### src/rtl/edge_counter_pkg.sv
// Shared definitions for edge_counter: filter FSM state encodings and stable-counter width.
package edge_counter_pkg;

  localparam int FCNT_W = 4;

  typedef enum logic [1:0] {
    ST_LO    = 2'd0,
    ST_LO2HI = 2'd1,
    ST_HI    = 2'd2,
    ST_HI2LO = 2'd3
  } filt_state_t;

endpackage

### src/rtl/edge_filter.sv
// Glitch filter on a single registered bit: a level change is accepted after FILT+1
// consecutive stable samples, and a one-cycle rise/fall pulse is emitted on acceptance.
module edge_filter #(
  parameter int FILT = 3
) (
  input  logic c,
  input  logic rstn,
  input  logic d,
  output logic level,
  output logic rise,
  output logic fall
);
  import edge_counter_pkg::*;

  localparam logic [FCNT_W-1:0] FILT_C   = FCNT_W'(FILT);
  localparam logic [FCNT_W-1:0] FCNT_ONE = FCNT_W'(1);

  filt_state_t       state_reg, state_next;
  logic [FCNT_W-1:0] fcnt_reg, fcnt_next;
  logic              rise_reg, rise_next;
  logic              fall_reg, fall_next;

  always_ff @(posedge c or negedge rstn) begin
    if (!rstn) begin
      state_reg <= ST_LO;
      fcnt_reg  <= '0;
      rise_reg  <= 1'b0;
      fall_reg  <= 1'b0;
    end else begin
      state_reg <= state_next;
      fcnt_reg  <= fcnt_next;
      rise_reg  <= rise_next;
      fall_reg  <= fall_next;
    end
  end

  always_comb begin
    state_next = state_reg;
    fcnt_next  = fcnt_reg;
    rise_next  = 1'b0;
    fall_next  = 1'b0;
    case (state_reg)
      ST_LO: begin
        if (d) begin
          if (FILT == 0) begin
            state_next = ST_HI;
            rise_next  = 1'b1;
          end else begin
            state_next = ST_LO2HI;
            fcnt_next  = FCNT_ONE;
          end
        end
      end
      ST_LO2HI: begin
        if (!d) begin
          state_next = ST_LO;
          fcnt_next  = '0;
        end else if (fcnt_reg == FILT_C) begin
          state_next = ST_HI;
          fcnt_next  = '0;
          rise_next  = 1'b1;
        end else begin
          fcnt_next = fcnt_reg + FCNT_ONE;
        end
      end
      ST_HI: begin
        if (!d) begin
          if (FILT == 0) begin
            state_next = ST_LO;
            fall_next  = 1'b1;
          end else begin
            state_next = ST_HI2LO;
            fcnt_next  = FCNT_ONE;
          end
        end
      end
      ST_HI2LO: begin
        if (d) begin
          state_next = ST_HI;
          fcnt_next  = '0;
        end else if (fcnt_reg == FILT_C) begin
          state_next = ST_LO;
          fcnt_next  = '0;
          fall_next  = 1'b1;
        end else begin
          fcnt_next = fcnt_reg + FCNT_ONE;
        end
      end
      default: begin
        state_next = ST_LO;
        fcnt_next  = '0;
      end
    endcase
  end

  // Level is taken straight from the state register, so it stays glitch-free.
  assign level = (state_reg == ST_HI) || (state_reg == ST_HI2LO);
  assign rise  = rise_reg;
  assign fall  = fall_reg;

endmodule

### src/rtl/edge_counter.sv
// Filtered edge detector with a saturating rise counter whose value is handed out as
// atomic snapshots over a valid/ready handshake.
module edge_counter #(
  parameter int WIDTH = 8,
  parameter int FILT  = 3
) (
  input  logic             c,
  input  logic             rstn,
  input  logic             d,
  input  logic             clr,
  input  logic             rd_req,
  input  logic             cnt_rdy,
  output logic [WIDTH-1:0] cnt_o,
  output logic             cnt_vld,
  output logic             level,
  output logic             rise,
  output logic             fall,
  output logic             sat
);

  localparam logic [WIDTH-1:0] CNT_MAX = '1;
  localparam logic [WIDTH-1:0] CNT_ONE = WIDTH'(1);

  logic [WIDTH-1:0] cnt_reg, cnt_next;
  logic [WIDTH-1:0] cnt_o_reg, cnt_o_next;
  logic             vld_reg, vld_next;
  logic             sat_reg, sat_next;
  logic             snap;

  edge_filter #(.FILT(FILT)) u_filter (
    .c     (c),
    .rstn  (rstn),
    .d     (d),
    .level (level),
    .rise  (rise),
    .fall  (fall)
  );

  // A request is only honoured while no snapshot is outstanding.
  assign snap = rd_req && !vld_reg;

  always_comb begin
    cnt_next   = cnt_reg;
    cnt_o_next = cnt_o_reg;
    vld_next   = vld_reg;
    if (clr) begin
      cnt_next = '0;
    end else if (snap) begin
      // A rise landing on the snapshot edge seeds the fresh count so it is not lost.
      cnt_next = rise ? CNT_ONE : '0;
    end else if (rise && (cnt_reg != CNT_MAX)) begin
      cnt_next = cnt_reg + CNT_ONE;
    end
    sat_next = (clr || snap) ? 1'b0 : (sat_reg || (cnt_next == CNT_MAX));
    if (snap) begin
      cnt_o_next = cnt_reg;
      vld_next   = 1'b1;
    end else if (vld_reg && cnt_rdy) begin
      vld_next = 1'b0;
    end
  end

  always_ff @(posedge c or negedge rstn) begin
    if (!rstn) begin
      cnt_reg   <= '0;
      cnt_o_reg <= '0;
      vld_reg   <= 1'b0;
      sat_reg   <= 1'b0;
    end else begin
      cnt_reg   <= cnt_next;
      cnt_o_reg <= cnt_o_next;
      vld_reg   <= vld_next;
      sat_reg   <= sat_next;
    end
  end

  assign cnt_o   = cnt_o_reg;
  assign cnt_vld = vld_reg;
  assign sat     = sat_reg;

endmodule

### config.mk
export PLATFORM = sky130hd
export DESIGN_NAME = edge_counter
export DESIGN_NICKNAME = d
export VERILOG_FILES = /design/src/rtl/edge_counter_pkg.sv /design/src/rtl/edge_filter.sv /design/src/rtl/edge_counter.sv
export SDC_FILE = /design/constraint.sdc
export NUM_CORES = 1
export LEC_CHECK = 0
export ABC_AREA = 1
export CORE_ASPECT_RATIO = 0.8
export CORE_MARGIN = 2
export CORE_UTILIZATION = 44
export DETAILED_ROUTE_END_ITERATION = 12
export HOLD_SLACK_MARGIN = 0.02
export PLACE_DENSITY = 0.74
export SLEW_MARGIN = 40
export SYNTH_ARGS = -nofsm -noshare
export SYNTH_HDL_FRONTEND = slang
export SYNTH_HIERARCHICAL = 1
export SYNTH_SLANG_ARGS = --single-unit
### constraint.sdc
create_clock -name c -period 1.6 [get_ports c]
set_input_delay 0.32 -clock c [delete_from_list [all_inputs] [get_ports c]]
set_output_delay 0.32 -clock c [all_outputs]
set_load 0.01 [all_outputs]
-- Yosys cells after proc, flatten, opt, wreduce, memory -nomap -nowiden
Index checks and enable logic that the tools add are counted.
- flip-flop bits (word level): 26
- bits in latches: 0
- bits in writable memories: 0
- memory bits (read-only): 0
- output and inout port bits: 13
- word-level logic and storage cells: 56
- memories kept: 0
- add/subtract/negate cells: 2
- multiply operators: 0
- div/mod/pow operators: 0
- $lt $le $gt $ge: 0
- equality and inequality tests: 10
- shifts and indexed selects: 0
- multiplexer cells: 25
- bitwise operators: 0
- reduce and logical (&&, ||, !) cells: 11
- operators with widths (operator ; count):
    $mux W8 ; 3
    $mux W4 ; 5
    $pmux W4 S4 ; 1
    $mux W2 ; 6
    $mux W1 ; 9
    $add A8 B1 Y8 const B ; 1
    $eq A8 B8 Y1 const B ; 1
    $ne A8 B8 Y1 const B ; 1
    $pmux W2 S4 ; 1
    $ne A3 B2 Y1 const B ; 2
    $add A4 B1 Y4 const B ; 1
    $eq A2 B2 Y1 const B ; 2
    $eq A4 B2 Y1 const B ; 1
    $ne A2 B2 Y1 const B ; 2
    $reduce_and A4 Y1 ; 1
    $logic_and A1 B1 Y1 ; 3
    $logic_or A1 B1 Y1 ; 3
    $eq A2 B1 Y1 const B ; 1
    $logic_not A2 Y1 ; 1
    $reduce_and A2 Y1 ; 1
    $reduce_bool A2 Y1 ; 1
    $logic_not A1 Y1 ; 1

-- Logic depth before layout (Yosys ltp)
Gate-level depths: netlist (run 1).
- word-level depth: 8
- gate-level depth with buffers: 12

-- By module
The synthesis (run 1) kept the hierarchy.
- modules (own cells, without submodules) (module ; times used ; cells each ; area each (µm²) ; sequential area each (µm²)):
    edge_counter ; 1 ; 123 ; 945.9 ; 450.4
    edge_filter ; 1 ; 47 ; 382.9 ; 200.2

-- Worst setup path before layout (run 1)
OpenSTA, ideal clock, no wires.
- path kind: reg-to-reg
- from: register cnt_reg[0]
- to: register sat_reg (netlist: sat)
- setup time: 0.073 ns
- data arrival time: 1.378 ns
- data required time: 1.527 ns
- slack: 0.149 ns
- cell stages (with the launch flop): 13
- buffers on the path: 0
- period minus slack after synthesis: 1.451 ns
- cells stage by stage: dfrtp_1 -> ha_1 -> nand2_1 -> nor2_4 -> nand2_4 -> nand2_4 -> inv_1 -> nand2_1 -> nand2_1 -> nand2_1 -> nor2_1 -> nand3_1 -> a21oi_2
- word-level cells in the longest chain between the ends: 8
- elaborated cells between the ends (all ways): 9
- ends and longest elaborated chain (what ; RTL line ; source):
    from (decl) ; edge_counter.sv:24 ; logic [WIDTH-1:0] cnt_reg, cnt_next;
    from (signal assigned) ; edge_counter.sv:70 ; cnt_reg <= cnt_next;
    parallel branches: the longest is 2 deep, another holds $add A8 B1 Y8 ; n/a ;
    $mux W8 * ; edge_counter.sv:51 ; end else if (rise && (cnt_reg != CNT_MAX)) begin
    $mux W8 * ; edge_counter.sv:48 ; end else if (snap) begin
    $mux W8 * ; edge_counter.sv:46 ; if (clr) begin
    $eq A8 B8 Y1 * ; edge_counter.sv:54 ; sat_next = (clr || snap) ? 1'b0 : (sat_reg || (cnt_next == CNT_MAX));
    $logic_or A1 B1 Y1 * ; edge_counter.sv:54 ;
    $mux W1 * ; edge_counter.sv:54 ;
    via sat_next ; edge_counter.sv:27 ; logic sat_reg, sat_next;
    to (signal assigned) ; edge_counter.sv:73 ; sat_reg <= sat_next;
    to (decl) ; edge_counter.sv:27 ;
Mark *: on every way through the listed nets, which the timed path passes.
A chain may end at the register's enable or synchronous reset.

-- Final worst setup path (run 1)
- from: register cnt_reg[1]
- to: register sat_reg (netlist: sat)
Same word-level chain as after synthesis.

==> impl_metrics.csv, run 1 <==
group,metric,value,unit
placed_design,gp_congestion,0.894,
global_routing,grt-ovfl-total,0,
final_layout,syn2layout_area_growth,25.3,%
sta,fin_ws,0.0434,ns
die,die_w,65.4,µm
setup_path,path_buf_inv,0,
setup_path,ff2ff_path_depth,11,
routing,wire_per_inst,10.8,µm
synthesis,synth-edff-count,0,
sta,min_period_over_period,0.973,
final_layout,insertedDiodeCount,0,
global_routing,antenna_found_initial,0,
final_layout,seq_area,651,µm²
synthesis,ys_types,21,
run_status,status,"complete, no violations",
power,p_leak,0.852,nW
routing,drt-total-wl,2540,µm
setup_path,worstSetupStartpointType,"flip-flop",
final_layout,drive_above_1_share,0.152,
setup_path,crit_fanout,6,
setup_path,r2r-start,"cnt_reg[1]",
final_layout,nNetsFinal,208,
clocking,clk_path_buf_depth,2,
routing,num_vias,1096,
die,row_count,17,
sta,finalHoldViolCount,0,
synthesis,synth_area_leaders,"dfrtp_1 49%, nand2_1 16%, inv_1 6.5%",
setup_path,critPathTopFamily,"simple AND/OR/NAND/NOR gates",
synthesis,ys_async_sr_fraction,1.00,
routing,drt_pass1_iterations,4,
setup_path,worst_ep_required_time,1.81,ns
routing,drt-initial-drc-count,71,
clocking,path_clk_slew,0.08,ns
sta,final_max_slew_viol_count,0,
clocking,cts-root-buf,"clkbuf_8",
clocking,htreeDepth,1,
setup_path,crit_arrival,1.76,ns
routing,drc,0,
synthesis,synthCells,170,
final_layout,final_util,0.593,
synthesis,synth_warnings,6,
sta,fin_skew,0.00206,ns
synthesis,yosysMostFrequentCell,"nand2_1",
setup_path,cp_cell_sequence,"ha_2, nand2_2, nor2_4, nand2_4, nand2_4, nand2_1, o21ai_1, nand2_1, nor2_1, nand3_1, a21oi_2",
power,total_power,1.54,mW
die,num_io_pins,19,
global_routing,grt_pass1_vias,1061,
synthesis,ys_seq_area_frac,0.490,
power,vdd_ir_drop_max,0.685,mV
clocking,cts_tree,"yes",
placed_design,place_ws,-0.0413,ns
die,fp.coreArea,0.00281,mm²
global_routing,grt_max_degree,27,
setup_path,reg2reg_to,"sat",
sta,rsz0062_at_grt,"yes",
routing,postRouteAntennaNets,0,
job,drv_cap,0,
synthesis,synth_top_area_frac,0.490,
synthesis,synth_nets,178,
clocking,cts_buffers,3,
die,start_util,0.473,
routing,via_per_inst,4.64,
min_path,hold_class,"in2async",
synthesis,syn_area_per_cell,7.82,µm²
die,die_h,53.2,µm
placed_design,dp_hpwl,2000,µm
sta,period_minus_slack,1.56,ns
power,p_per_area,923,mW/mm²
sta,clock.fmax,642,MHz
synthesis,netlist_area,0.00133,mm²
setup_path,slowest_delay,0.37,ns
setup_path,cp-end-kind,"flip-flop",
clocking,cts_sinks,26,
die,die-area,0.00348,mm²
clocking,clk_latency,0.27,ns
synthesis,synth-seq-cells,26,
sta,setup-violations-final,0,
setup_path,cp-startpoint,"cnt_reg[1]",
sta,maxSlewHeadroom,0.784,
global_routing,grt_first_pass_wirelength,4620,µm
placed_design,port_buffers,18,
synthesis,ys.flop_type,"dfrtp_1",
synthesis,synth_top_area_cell,"dfrtp_1",
final_layout,fillers,258,
final_layout,multi_input_area,573,µm²
global_routing,grt_use_total,0.177,
sta,tightest_slew,0.324,ns
setup_path,critical_path.slowest_cell,"dfrtp_1",
setup_path,worst-setup-path-type,"reg2reg",
setup_path,regToRegSetupSlack,0.04,ns
synthesis,synth_top_cells_by_count,"55 x nand2_1, 26 x dfrtp_1, 23 x inv_1",
[logic make-up after synthesis]
group,synth area share
AO/OA/AOI/OAI,0.0612
XOR/XNOR,0.0264
buffers and inverters,0.0829
AND/OR/NAND/NOR,0.321
adder cells (fa/ha/maj),0.0188
flip-flops,0.490
[metal layers]
layer	vias up	wire [µm]	track usage
met5	-	0	0
met2	25	1110	0.274
met1	488	1290	0.237
met3	2	130	0.0617
li1	581	-	-
met4	0	13	0.0451
[cells in the final DEF (no fill, tap or decap), types with 3 or more instances in the layout]
cell type,n
nand2_1,54
dfrtp_1,26
inv_1,23
clkdlybuf4s50_1,18
nand3_1,13
nor2_1,11
buf_4,10
o21ai_0,8
nand2_2,4
nand4_1,4
nor2_2,4
inv_2,3
a21oi_1,3
clkbuf_8,3
[how the worst max path moves through the flow]
| stage | endpoint | cells past startpoint |
|---|---|---|
| final | sat | 11 |
| after floorplan | sat | 12 |
| after detailed placement | sat | 10 |
| after global placement | sat | 10 |
| after global routing | sat | 11 |
| after CTS | sat | 11 |
[what timing repair did]
| action | in CTS | in global routing |
|---|---|---|
| hold buffers | 0 | 0 |
| pin swaps | 6 | 3 |
| setup endpoints to repair | 2 | 1 |
| resized for setup | 2 | 0 |
| endpoints found under the hold margin | 0 | 0 |
| buffers inserted | 2 | 1 |
[power breakdown]
part | internal [mW] | switching [mW]
clock network | 0.169 | 0.188
registers | 0.723 | 0.0638
logic | 0.176 | 0.218
[metrics by stage]
step / instances / TNS (ns) / hold slack (ns) / area, µm²
5_1_grt: 236 / -0.110 / 0.436 / 1670
3_5_place_dp: 230 / -0.0413 / 0.468 / 1600
6_report: 236 / 0 / 0.413 / 1670
2_1_floorplan: 170 / 0 / 0.0244 / 1330
4_1_cts: 235 / 0 / 0.423 / 1660
3_3_place_gp: 230 / -0.00547 / 0.463 / 1600
[final cells by class]
class                   instances  area share
clock buffers                   3      0.0248
inverters                      26      0.0586
multi-input cells             115       0.344
flip-flops and latches         26       0.391
well taps                      38      0.0285
repair buffers                 28       0.153
Note: power is estimated with default switching activity, not from simulation.
==> run 2, diff against run 1 <==
==> constraint.sdc (replaced) <==
create_clock -name c -period 1.6 [get_ports c]
set_input_delay 0.24 -clock c [delete_from_list [all_inputs] [get_ports c]]
set_output_delay 0.24 -clock c [all_outputs]
set_load 0.01 [all_outputs]
==> run 2 against run 1 <==
Effect of this change:
- the flow now finishes with violations (negative setup slack)
- register-to-register slack lost 0.06 ns
- worst hold slack lost 0.087 ns
- sequential share of layout area shrank 0.87 points
- final cell count grew 0.42%
- largest cell class unchanged
- largest power group unchanged
==> impl_metrics.csv, run 2 (synthesis gave the netlist of run 1 again) <==
group,metric,value,unit
routing,topRoutingLayerUsed,"met4",
placed_design,place_ws,-0.00602,ns
die,die_h,53.2,µm
setup_path,worstSetupPathDepth,11,
routing,drt-total-wl,2770,µm
clocking,cts-root-buf,"clkbuf_8",
routing,via_per_inst,4.89,
final_layout,final_cell_mix,"52 x nand2_1, 25 x dfrtp_1, 23 x inv_1",
placed_design,gp_congestion,0.855,
clocking,cts_buffers,3,
final_layout,syn2layout_area_growth,28.4,%
sta,maxSlewHeadroom,0.782,
routing,dr_wl_met2,1320,µm
setup_path,worst-setup-path-type,"reg2reg",
routing,wire_per_inst,11.7,µm
final_layout,insertedDiodeCount,0,
setup_path,critical_path.slowest_cell,"dfrtp_1",
setup_path,crit_fanout,6,
sta,period_minus_slack,1.61,ns
setup_path,regToRegSetupSlack,-0.01,ns
setup_path,cp_cell_sequence,"ha_4, nand2_4, nor2_4, nand2_4, buf_4, a21oi_1, nor2_2, nand2_1, nor2_1, nand3_1, a21oi_2",
sta,finalHoldViolCount,0,
global_routing,grt_use_total,0.177,
final_layout,final_common_cell,"nand2_1",
power,p_leak,0.878,nW
run_status,violations,"negative setup slack",
setup_path,critPathMostFrequentCell,"nand2_4",
final_layout,drive_above_1_share,0.181,
setup_path,crit_arrival,1.77,ns
clocking,clk_latency,0.27,ns
sta,final_max_slew_viol_count,0,
routing,num_vias,1159,
setup_path,slowest_delay,0.40,ns
routing,postRouteAntennaNets,0,
sta,rsz0062_at_grt,"yes",
setup_path,cp-end-kind,"flip-flop",
power,p_per_area,922,mW/mm²
setup_path,worstSetupStartpointType,"flip-flop",
sta,fin_skew,0.00359,ns
die,fp.coreArea,0.00281,mm²
setup_path,path_buf_inv,1,
power,total_power,1.57,mW
clocking,htreeDepth,1,
die,num_io_pins,19,
run_status,status,"complete, but fails checks",
sta,clock.fmax,620,MHz
routing,drt-initial-drc-count,63,
die,row_count,17,
clocking,hold_buffers,0,
routing,drc,0,
sta,tightest_slew,0.327,ns
min_path,hold_class,"in2async",
die,start_util,0.473,
placed_design,dp_hpwl,2000,µm
power,vdd_ir_drop_max,0.562,mV
global_routing,grt_first_pass_wirelength,4560,µm
setup_path,ff2ff_path_depth,11,
routing,met1_length,1310,µm
final_layout,nNetsFinal,208,
global_routing,grt_pass1_vias,1071,
sta,fin_tns_setup,-0.0121,ns
global_routing,grt-ovfl-total,0,
global_routing,antenna_found_initial,0,
job,drv_cap,0,
sta,fin_ws,-0.0121,ns
clocking,cts_tree,"yes",
die,die_w,65.4,µm
final_layout,final_util,0.608,
global_routing,grt_max_degree,27,
die,die-area,0.00348,mm²
placed_design,port_buffers,18,
clocking,clk_path_buf_depth,2,
setup_path,worst_ep_required_time,1.76,ns
routing,met3_length,122,µm
clocking,path_clk_slew,0.08,ns
setup_path,critPathTopFamily,"simple AND/OR/NAND/NOR gates",
sta,min_period_over_period,1.01,
setup_path,reg2reg_to,"sat",
clocking,cts_sinks,26,
routing,drt_pass1_iterations,4,
sta,setup-violations-final,1,
setup_path,r2r-start,"cnt_reg[1]",
[run 2: cell types whose count changed in the layout (fill, tap and decap cells not counted), sizes merged]
cell,delta
clkbuf,+1
clkdlybuf4s50,-1
dlygate4sd2,+1
[run 2: worst register-to-register path, delay by kind of cell, from the launching register on]
family                     cells  cell delay [ns]
adders and majority gates      1             0.17
AOI/OAI and AO/OA              2             0.22
and+or+nand+nor                7             0.56
buffers and inverters          1             0.15
DFF                            1             0.40
[run 2: routing by layer]
layer | vias to the layer above | GRT usage
li1 | 579 | -
met1 | 543 | 0.225
met2 | 32 | 0.291
met3 | 5 | 0.0511
met4 | 0 | 0.0625
met5 | - | 0
[run 2: cell type report]
| cell class | instances | area [µm²] |
|---|---|---|
| Timing Repair Buffer | 28 | 254 |
| Multi-Input combinational cell | 115 | 601 |
| Tap cell | 38 | 47.5 |
| Sequential cell | 26 | 652 |
| Fill cell | 248 | 1100 |
| Clock buffer | 4 | 55.1 |
| Inverter | 26 | 97.6 |
[run 2: what timing repair did]
item / 4_1_cts / 5_1_grt
endpoints found under the setup margin: 2 / 1
cloned: 0 / 0
buffers inserted: 0 / 5
gates resized for setup: 4 / 6
pin swaps: 0 / 7
[run 2: metrics by stage]
stage,instances,hold WS (ns),instance area (µm²)
floorplan,170,-0.0556,1330
global placement,228,0.466,1580
detailed placement,228,0.476,1580
CTS,232,0.333,1640
global route,237,0.367,1710
finish,237,0.325,1710
[run 2: how the worst max path moves through the flow]
stage          end       start
2_1_floorplan  sat  cnt_reg[0]
3_3_place_gp   sat  cnt_reg[0]
3_5_place_dp   sat  cnt_reg[0]
4_1_cts        sat  cnt_reg[0]
5_1_grt        sat  cnt_reg[0]
6_report       sat  cnt_reg[1]
[run 2: where the power goes]
part / switching [mW] / total, mW / internal, mW
clock: 0.191 / 0.411 / 0.220
sequential: 0.0836 / 0.806 / 0.723
combinational: 0.195 / 0.357 / 0.162
